<file path="src/rtl/inc_counter.sv">
// Loadable up-counter whose next count comes from a parallel-prefix incrementer.
// The prefix-AND structure (serial, Brent-Kung or Sklansky) is chosen by the speed parameter.
module inc_counter #(
  parameter int width    = 8,
  parameter int speed    = 0,
  parameter bit saturate = 1'b0
) (
  input  logic             clk_i,
  input  logic             rst_ni,
  input  logic             clr_i,
  input  logic             load_i,
  input  logic [width-1:0] load_val_i,
  input  logic             en_i,
  output logic [width-1:0] cnt_o,
  output logic             tc_o,
  output logic             wrap_o,
  output logic             ovf_o
);

  localparam int levels = (width > 1) ? $clog2(width) : 1;

  // po[i] = &a[i:0]. Each network updates in place; within one level a node is
  // never both written and read as the lower operand, so the order of i is free.
  function automatic logic [width-1:0] prefix_and(input logic [width-1:0] a);
    logic [width-1:0] g;
    g = a;
    if (speed == 0) begin
      for (int i = 1; i < width; i++) g[i] = g[i-1] & a[i];
    end else if (speed == 1) begin
      for (int l = 0; l < levels; l++)
        for (int i = 0; i < width; i++)
          if (((i + 1) % (1 << (l + 1))) == 0) g[i] = g[i] & g[i - (1 << l)];
      for (int l = levels - 2; l >= 0; l--)
        for (int i = 0; i < width; i++)
          if ((((i + 1) % (1 << (l + 1))) == (1 << l)) && ((i + 1) > (1 << (l + 1))))
            g[i] = g[i] & g[i - (1 << l)];
    end else begin
      // Sklansky: the upper half of each 2^(l+1) block takes the lower half's top node.
      for (int l = 0; l < levels; l++)
        for (int i = 0; i < width; i++)
          if (((i >> l) & 1) == 1) g[i] = g[i] & g[((i >> l) << l) - 1];
    end
    return g;
  endfunction

  logic [width-1:0] po;
  logic [width-1:0] inc;

  assign po   = prefix_and(cnt_o);
  assign inc  = cnt_o ^ {po[width-2:0], 1'b1};
  assign tc_o = po[width-1];

  always_ff @(posedge clk_i or negedge rst_ni) begin
    if (!rst_ni) begin
      cnt_o  <= '0;
      wrap_o <= 1'b0;
      ovf_o  <= 1'b0;
    end else if (clr_i) begin
      cnt_o  <= '0;
      wrap_o <= 1'b0;
      ovf_o  <= 1'b0;
    end else if (load_i) begin
      cnt_o  <= load_val_i;
      wrap_o <= 1'b0;
      ovf_o  <= 1'b0;
    end else if (en_i) begin
      if (tc_o) begin
        ovf_o <= 1'b1;
        if (saturate) begin
          wrap_o <= 1'b0;
        end else begin
          cnt_o  <= '0;
          wrap_o <= 1'b1;
        end
      end else begin
        cnt_o  <= inc;
        wrap_o <= 1'b0;
      end
    end else begin
      wrap_o <= 1'b0;
    end
  end

endmodule

</file>
<file path="config.mk">
export PLATFORM = sky130hd
export DESIGN_NAME = inc_counter
export DESIGN_NICKNAME = d
export VERILOG_FILES = /design/src/rtl/inc_counter.sv
export SDC_FILE = /design/constraint.sdc
export NUM_CORES = 1
export LEC_CHECK = 0
export ABC_CLOCK_PERIOD_IN_PS = 4700
export CORE_AREA = 2 2 39 41
export CTS_BUF_LIST = sky130_fd_sc_hd__clkbuf_4
export CTS_CLUSTER_SIZE = 25
export DETAILED_ROUTE_END_ITERATION = 10
export DIE_AREA = 0 0 41 43
export GPL_TIMING_DRIVEN = 1
export HOLD_SLACK_MARGIN = 0.02
export PLACE_DENSITY = 0.88
export RECOVER_POWER = 25
export SLEW_MARGIN = 20
export SYNTH_ARGS = -nofsm -noshare
export SYNTH_HDL_FRONTEND = slang
export SYNTH_SLANG_ARGS = --single-unit
</file>
<file path="constraint.sdc">
create_clock -name clk_i -period 4.7 [get_ports clk_i]
set_input_delay 0.94 -clock clk_i [delete_from_list [all_inputs] [get_ports clk_i]]
set_output_delay 0.94 -clock clk_i [all_outputs]
set_load 0.01 [all_outputs]
</file>
### Word level (Yosys, flattened, before mapping)

Index checks and enable logic that the tools add are counted.

* logic and storage cells: 26
* input port bits: 13
* bits in registers: 10
* output and inout bits: 11

* bitwise gates (word level): 8
* reductions and logical operators: 3
* mux-type cells: 12

Operators with widths (number)
* $mux W8: 4
* $mux W1: 8
* $xor A8 B8 Y8: 1
* $and A1 B1 Y1: 7
* $reduce_bool A3 Y1: 2
* $reduce_and A2 Y1: 1

### Longest topological paths before layout

Gate-level depths: netlist of the first run.

* depth after elaboration: 11
* depth in mapped cells: 9
* mapped depth without buffers: 9

### Worst setup path before layout of the first run

No wires, ideal clock.

* path type: register -> output
* start point: reg cnt_o[0]
* end point: out tc_o
* data required time: 3.760 ns
* slack: 2.044 ns
* data arrival time: 1.716 ns
* path buffers: 0
* stages on the path, launching flop included: 8
* path through: dfrtp_1 ha_1 ha_1 ha_1 ha_1 ha_1 ha_1 ha_1

* cells in the longest elaborated chain, start to end: 7

RTL lines
* start: declaration: line 14 `output logic [width-1:0] cnt_o,`
* start signal: assignment: line 63 `cnt_o <= load_val_i;`
* start signal: assignment: line 76 `cnt_o <= inc;`
* $and A1 B1 Y1
* $and A1 B1 Y1 (6 in a row): line 28 `for (int i = 1; i < width; i++) g[i] = g[i-1] & a[i];`
* end: declaration: line 15 `output logic tc_o,`

Every way passes these cells.

### Worst setup path in the final report of the first run

Ends and elaborated chain as after synthesis.

==> metrics.yaml, run 1 <==
outcome:
  outcome: "finished clean"
cts:
  cts_resized: 0
  cts_hold_buffers: 0
  cts_tree: "built"
  cts_root_buf: "clkbuf_4"
  insertion_delay_ns: 0.27
  clock_sinks: 10
  ctsLongestPathBuffers: 2
  cts_setup_buffers: 0
  htree_levels: 1
  cts.clk_slew.worst_paths_ns: 0.06
  cts_buffers: 3
worst_setup_path:
  critPathMaxStageDelay_ns: 0.48
  worstPathArrival_ns: 2.53
  start_kind: "flop"
  crit_path_frequent_cell: "ha_1"
  crit_chain: "ha_1 -> ha_1 -> ha_1 -> ha_1 -> ha_1 -> ha_1 -> ha_1 -> clkdlybuf4s50_1"
  r2r_start: "cnt_o[0]"
  crit_path_end_kind: "primary output"
  r2r_slack_ns: 2.15
  cp_max_fo: 4
  reg2reg_depth: 9
  cp.required_ns: 3.76
  rr_endpoint: "cnt_o[0]"
  path_class: "reg -> out"
  crit_slowest_cell: "clkdlybuf4s50_1"
logic_synthesis:
  netlist_area_sq_um: 586.8
  synth_seq_cells: 10
  synth_area_leaders: "dfrtp_1 43%, ha_1 17%, a221o_1 10%, and3b_1 9.0%, nor4b_4 4.1%"
  syn-num-nets: 67
  ys_seq_area_share_pct: 42.64
  yosys_warnings: 0
  syn_inst: 46
  yosys.area.top_type: "dfrtp_1"
  synthArstFlopShare_pct: 100.0
  dominantRegCellSynth: "dfrtp_1"
  synth_top_area_share_pct: 42.64
  ys_types: 17
  syn_avg_cell_area_sq_um: 12.76
  yosys.cell_count.top_type: "dfrtp_1"
  synth_edf_count: 0
  synthTopCellsByCount: "10 x dfrtp_1, 8 x ha_1, 6 x a221o_1, 6 x and3b_1, 3 x nor3_1"
floorplan:
  boundaryPins: 24
  die_h_um: 43
  die_w_um: 41
  dieArea_sq_um: 1763
  num_rows: 14
  start_util_pct: 42.41
  core_sq_um: 1384
timing:
  fmax_mhz: 288.3
  slew_violations: 0
  rsz0062_at_grt: "false"
  hold_viol: 0
  worst_hold_slack_ns: 0.5560
  finalClockSkew_ns: 0.008333
  worstMarginPinSlew_ns: 0.6905
  slew-limit-headroom_pct: 53.61
  setup_viol: 0
  tns_ns: 0
  finalCritPeriodShare_pct: 73.81
  period_minus_slack_ns: 3.469
worst_hold_path:
  holdCritStartpoint: "cnt_o[1]"
  hold_path_class: "reg -> reg"
  whs_endpoint: "cnt_o[1]"
  hold_path_depth: 1
pwr:
  p_comb_share_pct: 20.8
  p_per_area_nw_per_um2: 229.6
  peakVddDrop_v: 0.0001495
  clkPwrFrac_pct: 30.7
  switching_share_pct: 25.27
  p_sw_mw: 0.04937
  seq_power_share_pct: 48.5
  finalPower_mw: 0.1954
  p_int_mw: 0.1460
  leakage_nw: 0.4163
global_routing:
  grt_max_degree: 14
  track_usage_pct: 18.42
  antenna_found_initial: 0
  grt-busiest-layer: "met2"
  grt_use_met3_pct: 8.377
  gr-usage-met1_pct: 19.47
  grt_pass1_wl_um: 2111
  grt_overflow: 0
  grt_pass1_vias: 499
  grtUsageMet2_pct: 29.69
finish:
  nFillCells: 123
  syn_to_final_growth_pct: 44.99
  nets: 93
  antenna_cells: 0
  drive_above_1_share_pct: 7.042
  final_util_pct: 61.48
route:
  wl_um: 1292
  drt_iter0_drc: 12
  antenna_left: 0
  vias: 472
  first_pass_iters: 4
  wl_per_cell_um: 14.85
  drcViolationCount: 0
  vias_per_cell: 5.425
place:
  port-buffer-count: 23
  gp_congestion: 0.6990
  dpl.hpwl_um: 1006
flow_run:
  maxCapViolations: 0
## worst max-delay path: cells and delay by family (launching register included)
family / cells / cell delay (ns)
flip-flops: 1 / 0.41
buffers and inverters: 1 / 0.48
adder cells (fa/ha/maj): 7 / 1.38
## cells by family after synthesis
group	Yosys count	share of synthesized area [%]
simple gates	15	20.89
compound gates	9	14.92
flops	10	42.64
buf+inv	3	2.771
mux	1	1.706
fa+ha+maj	8	17.06
## registers in the layout (all words and copies together), names as in the netlist
signal,cells
cnt_o,8
ovf_o,1
wrap_o,1
## power by group through the flow
stage | Clock, mW | Combinational [mW] | Sequential (mW)
2_1_floorplan | 0 | 0.0146 | 0.0980
3_3_place_gp | 0 | 0.0402 | 0.0961
3_5_place_dp | 0 | 0.0413 | 0.0965
4_1_cts | 0.0624 | 0.0415 | 0.0949
5_1_grt | 0.0692 | 0.0446 | 0.0956
6_report | 0.0599 | 0.0407 | 0.0948
## how the worst max path moves through the flow
stage                        start   end  cells after the start
after floorplan           cnt_o[0]  tc_o                      7
after global placement    cnt_o[0]  tc_o                      8
after detailed placement  cnt_o[0]  tc_o                      8
after CTS                 cnt_o[0]  tc_o                      8
after global routing      cnt_o[0]  tc_o                      8
final                     cnt_o[0]  tc_o                      8
## metrics by stage
| stage | setup WS [ns] | area [sq um] | std cells |
|---|---|---|---|
| 2_1_floorplan | 2.044 | 586.8 | 46 |
| 3_3_place_gp | 1.583 | 824.5 | 83 |
| 3_5_place_dp | 1.506 | 824.5 | 83 |
| 4_1_cts | 1.207 | 850.8 | 87 |
| 5_1_grt | 1.107 | 850.8 | 87 |
| 6_report | 1.231 | 850.8 | 87 |
## area by class of cell
cell class / count / area (sq um) / area share, %
multi-input combinational: 33 / 320.3 / 37.65
sequential: 10 / 250.2 / 29.41
timing repair buffer: 23 / 230.2 / 27.06
clock buffer: 3 / 22.52 / 2.647
tap: 16 / 20.02 / 2.353
clock inverter: 1 / 3.754 / 0.4412
inverter: 1 / 3.754 / 0.4412
## per-layer routing
layer / up-vias / wire length [um] / part of all wire, %
met1: 220 / 498 / 39
met4: 0 / 24 / 1.9
met5: - / 0 / 0
met3: 2 / 87 / 6.7
met2: 16 / 682 / 53
li1: 234 / - / -
## cells in the final DEF (no fill, tap or decap), types with 2 or more instances in the layout
master,instances
dfrtp_1,10
nor3_1,3
ha_1,8
clkbuf_4,3
clkdlybuf4s50_1,22
nor2b_1,2
and3b_1,6
a221o_1,6
(Power assumes the default switching activity.)
==> inputs of run 2 (changes only) <==
- ABC_CLOCK_PERIOD_IN_PS: 4700 -> 3000
- CORE_AREA: 2 2 39 41 -> unset
- CORE_MARGIN: unset -> 2
- CORE_UTILIZATION: unset -> 39
- DIE_AREA: 0 0 41 43 -> unset
- PLACE_DENSITY: 0.88 -> 0.83
- clock period: 4.7 -> 3 ns (I/O delays scaled with it)
==> metrics.yaml, run 2 (synthesis results as in run 1) <==
finish:
  nets: 94  # was 93
  syn_to_final_growth_pct: 45.84  # was 44.99%
  largest_reg_flops: 8  # unchanged
  antenna_cells: 0  # unchanged
  stdcell_area_sq_um: 855.8  # was 850.8 sq um
  drive_above_1_share_pct: 8.333  # was 7.042%
  regMostFlops: "cnt_o"  # unchanged
  instances_no_fill: 87  # unchanged
  reg.largest.list: "cnt_o x8, ovf_o x1, wrap_o x1"  # unchanged
  final_common_cell: "clkdlybuf4s50_1"  # unchanged
  nFillCells: 104  # was 123
  layout_common_cells: "21 x clkdlybuf4s50_1, 10 x dfrtp_1, 8 x ha_1"  # was 22 x clkdlybuf4s50_1, 10 x dfrtp_1, 8 x ha_1
floorplan:
  core_sq_um: 1350  # was 1384 sq um
  die_h_um: 42.79  # was 43 um
  start_util_pct: 43.47  # was 42.41%
  num_rows: 13  # was 14
  boundaryPins: 24  # unchanged
  dieArea_sq_um: 1831  # was 1763 sq um
  die_w_um: 42.79  # was 41 um
place:
  place_area_sq_um: 823.3  # was 824.5 sq um
  placedCellCount: 82  # was 83
  gp_congestion: 0.7590  # was 0.6990
  port-buffer-count: 23  # unchanged
  dpl.hpwl_um: 950.2  # was 1006 um
timing:
  tns_ns: 0  # unchanged
  finalCritPeriodShare_pct: 95.39
  setup_viol: 0  # unchanged
  worst_hold_slack_ns: 0.5555  # was 0.5560 ns
  fmax_mhz: 349.5
  period_minus_slack_ns: 2.862
  slew-limit-headroom_pct: 57.35  # was 53.61%
  worstMarginPinSlew_ns: 0.6349  # was 0.6905 ns
  finalClockSkew_ns: 0.005763  # was 0.008333 ns
  hold_viol: 0  # unchanged
  rsz0062_at_grt: "false"  # unchanged
  slew_violations: 0  # unchanged
route:
  first_pass_iters: 2  # was 4
  wl_per_cell_um: 14.46  # was 14.85 um
  route.met3.wl_um: 64  # was 87 um
  wl_um: 1258  # was 1292 um
  vias: 468  # was 472
  vias_per_cell: 5.379  # was 5.425
  m1WireLength_um: 594  # was 498 um
  drt_iter0_drc: 2  # was 12
  drcViolationCount: 0  # unchanged
  antenna_left: 0  # unchanged
  met2_length_um: 582  # was 682 um
  top_layer_used: "met4"  # unchanged
worst_setup_path:
  cp.required_ns: 2.40  # was 3.76 ns
  start_kind: "flop"  # unchanged
  worstPathArrival_ns: 2.26  # was 2.53 ns
  cp_max_fo: 3  # was 4
  path_class: "reg -> out"  # unchanged
  reg2reg_depth: 9  # unchanged
  crit_path_end_kind: "primary output"  # unchanged
cts:
  cts_root_buf: "clkbuf_4"  # unchanged
  cts_hold_buffers: 0  # unchanged
  cts_tree: "built"  # unchanged
  cts.clk_slew.worst_paths_ns: 0.07  # was 0.06 ns
  clock_sinks: 10  # unchanged
  ctsLongestPathBuffers: 2  # unchanged
  cts_buffers: 3  # unchanged
  htree_levels: 1  # unchanged
  insertion_delay_ns: 0.26  # was 0.27 ns
global_routing:
  antenna_found_initial: 0  # unchanged
  grt_pass1_wl_um: 2111  # unchanged
  grt_max_degree: 14  # unchanged
  grt_overflow: 0  # unchanged
  grt_pass1_vias: 479  # was 499
  track_usage_pct: 15.47  # was 18.42%
pwr:
  p_per_area_nw_per_um2: 356.5  # was 229.6 nW/um^2
  p_comb_share_pct: 21.4  # was 20.8%
  p_int_mw: 0.2296  # was 0.1460 mW
  seq_power_share_pct: 48.6  # was 48.5%
  clkPwrFrac_pct: 30.0  # was 30.7%
  peakVddDrop_v: 0.0002141  # was 0.0001495 V
  leakage_nw: 0.4263  # was 0.4163 nW
  switching_share_pct: 24.74  # was 25.27%
  p_sw_mw: 0.07548  # was 0.04937 mW
worst_hold_path:
  hold_path_depth: 1  # unchanged
  hold_path_class: "reg -> reg"  # unchanged
flow_run:
  maxCapViolations: 0  # unchanged
outcome:
  outcome: "finished clean"  # unchanged
## run 2: metal layers
| layer | vias up | global-route usage, % |
|---|---|---|
| met2 | 15 | 24.24 |
| met5 | - | 0 |
| met1 | 217 | 20.10 |
| met3 | 2 | 2.979 |
| met4 | 0 | 7.500 |
| li1 | 234 | - |
## run 2: timing repair
action / CTS / global route
endpoints found under the setup margin: 1 / 1
resized for setup: 1 / 0
buffers inserted: 0 / 1
## run 2: power groups by stage
stage | clock network, mW | registers [mW] | logic, mW
after floorplan | 0 | 0.154 | 0.0229
after global placement | 0 | 0.151 | 0.0621
after detailed placement | 0 | 0.152 | 0.0643
after CTS | 0.0965 | 0.149 | 0.0645
after global routing | 0.100 | 0.149 | 0.0721
final | 0.0915 | 0.148 | 0.0652
## run 2: final timing paths
| path | startpoint | endpoint | slack (ns) |
|---|---|---|---|
| min | cnt_o[2] | cnt_o[2] | 0.56 |
| max | cnt_o[0] | tc_o | 0.14 |
| min reg2reg | cnt_o[2] | cnt_o[2] | 0.56 |
| max in group asynchronous | rst_ni | cnt_o[2] | 1.94 |
| min in group asynchronous | rst_ni | cnt_o[6] | 0.73 |
| max reg2reg | cnt_o[0] | cnt_o[1] | 0.50 |
## run 2: cell type report
| class | instances | area (sq um) | share of cell area (%) |
|---|---|---|---|
| Clock buffer | 3 | 22.52 | 2.632 |
| Clock inverter | 1 | 3.754 | 0.4386 |
| Inverter | 1 | 3.754 | 0.4386 |
| Multi-Input combinational cell | 33 | 320.3 | 37.43 |
| Sequential cell | 10 | 250.2 | 29.24 |
| Tap cell | 15 | 18.77 | 2.193 |
| Timing Repair Buffer | 24 | 236.5 | 27.63 |
## run 2: critical path, cell delays in order, from the launching register on
cell and delay (ns):
dfrtp_1 0.39, ha_1 0.20, ha_1 0.18, ha_1 0.18
ha_1 0.18, ha_1 0.18, ha_1 0.21, ha_1 0.20
dlygate4sd2_1 0.28
## run 2: per-stage QoR
stage	power, mW	setup WS (ns)	util, %
floorplan	0.1765	0.5764	-
global placement	0.2129	0.1957	60.98
detailed placement	0.2160	0.1720	60.98
CTS	0.3101	0.07655	62.84
global route	0.3216	0.03379	63.39
finish	0.3051	0.1384	63.39
==> RTL change (settings of run 1) <==
Set the parameter `width` to 4 (it was 8).
--- a/src/rtl/inc_counter.sv
+++ b/src/rtl/inc_counter.sv
@@ -1,7 +1,7 @@
 // Loadable up-counter whose next count comes from a parallel-prefix incrementer.
 // The prefix-AND structure (serial, Brent-Kung or Sklansky) is chosen by the speed parameter.
 module inc_counter #(
-  parameter int width    = 8,
+  parameter int width    = 4,
   parameter int speed    = 0,
   parameter bit saturate = 1'b0
 ) (
Ports: changed (resized cnt_o and load_val_i); port bits go from 24 to 16. The function was not compared with the original's and may differ.
==> RTL change against run 1 <==
  * Sequential share of layout area shrank 1.2 points
  * Non-clock buffer count shrank 8
  * Synthesized area shrank 41%
  * Register-to-register slack gained 0.79 ns
  * Power shrank 33%
  * Routed wire length shrank 40%
  * Via count shrank 38%
  * Worst setup slack gained 0.79 ns
  * First-iteration DRC count shrank 75%
  * Design area shrank 37%
  * Sequential cell count shrank 4
==> RTL change: results (changes against run 1) <==
| Metric | Value |
|---|---|
| Fraction of power spent switching nets | `24.8% (-0.48 points)` |
| Filler instances | `142 (+15%)` |
| Final Util | `38.5% (-23 points)` |
| Synthesized Nets | `44 (-34%)` |
| Synth top cells by count | `dfrtp_1, ha_1, nor2b_1` |
| Worst-margin pin slew | `0.297 ns (-0.393 ns)` |
| Vias in the first global route | `284 (-43%)` |
| Routability congestion estimate | `0.840 (+20%)` |
| First-pass GRT wire length | `1270 um (-40%)` |
| Status | `complete, no violations` |
| Max VDD drop | `0.0000985 V (-34%)` |
| Crit path DAT | `1.74 ns (-0.79 ns)` |
| First DRT Iteration DRCs | `3 (-9)` |
| Setup Buffers After CTS | `0 (unchanged)` |
| Pin count of the biggest net entering global routing | `10 (-4)` |
| Min-Delay Path Depth | `2 (+1)` |
| Top cells by area, synth | `dfrtp_1, ha_1, nor2b_1` |
| Total CTS buffers | `3 (unchanged)` |
| Clk buf depth | `2 (unchanged)` |
| R2r worst-path depth | `5 (-4)` |
| Clock Latency Late Sink | `0.25 ns (-0.02 ns)` |
| Hpwl dp | `577 um (-43%)` |
| All-Layer GR Usage | `11.6% (-6.8 points)` |
| Clk_skew | `0.000678 ns (-0.00766 ns)` |
| # nets final | `63 (-32%)` |
| Sequential fraction of the synthesis area | `43.2% (+0.52 points)` |
| CTS sink count | `6 (-4)` |
| Synth cell types | `15 (-2)` |
| Worst slack, placed | `2.28 ns (+0.776 ns)` |
| # resized after CTS | `0 (unchanged)` |
| DP Area | `510 um2 (-38%)` |
| Worst-path maximum fanout | `4 (unchanged)` |
| Reg clk slew, reported paths | `0.04 ns (-0.02 ns)` |
| Largest regs | `cnt_o x4, ovf_o x1, wrap_o x1` |
| Leakage | `0.229 nW (-45%)` |
| Combinational power share | `19.6% (-1.2 points)` |
| I/O Buffers | `15 (-35%)` |
| Flop pwr share | `43.4% (-5.1 points)` |
| Share of cells above drive strength 1 | `8.33% (+1.3 points)` |
| Pre-antenna DRT Iters | `2 (-2)` |
| DR WL/cell | `12.1 um (-19%)` |
| Vias | `294 (-38%)` |
## RTL change: changes by cell type in the layout (fill, tap and decap cells not counted), sizes merged, moves of 4 or more
cell	delta
ha	-4
clkdlybuf4s50	-8
and3b	-6
a221o	-6
dfrtp	-4
## RTL change: cells by family after synthesis
kind of cell	synth area share, %
and+or+nand+nor	23.4
AOI/OAI and AO/OA	12.9
muxes	2.88
buffers and inverters	3.24
adders and majority gates	14.4
DFF	43.2
## RTL change: per-layer routing
metal  share of wire (%)  track usage [%]  up-vias
li1                    -                -      147
met1                  44             14.7      132
met2                  45             14.4       13
met3                 9.0             7.85        2
met4                 1.6             6.00        0
met5                   0                0        -
## RTL change: path summary, 6_finish.rpt
path	slack, ns	end	start
max	2.02	tc_o	cnt_o[0]
min	0.56	ovf_o	ovf_o
max reg2reg	2.94	cnt_o[0]	cnt_o[0]
min reg2reg	0.56	ovf_o	ovf_o
max in group asynchronous	3.47	cnt_o[0]	rst_ni
min in group asynchronous	1.01	wrap_o	rst_ni
## RTL change: power groups by stage
stage	Clock [mW]	Sequential (mW)	Combinational, mW
after global routing	0.0541	0.0575	0.0282
after floorplan	0	0.0586	0.00955
after detailed placement	0	0.0577	0.0261
after global placement	0	0.0576	0.0256
final	0.0485	0.0570	0.0257
after CTS	0.0515	0.0569	0.0262
## RTL change: critical path: stages (launching register included)
cell and delay (ns):
dfrtp_1 0.40, ha_1 0.21, ha_1 0.21, ha_1 0.20, clkdlybuf4s50_1 0.47
## RTL change: cell type report
class	count	share of cell area, %
multi-input combinational	23	35.0
inverter	1	0.704
clock buffer	3	4.23
sequential	6	28.2
timing repair buffer	15	28.2
tap	16	3.76
## RTL change: through the flow
step	std cells	power [mW]
after global placement	61	0.0832
after CTS	64	0.135
after detailed placement	61	0.0838
final	64	0.131
after global routing	64	0.140
after floorplan	31	0.0681
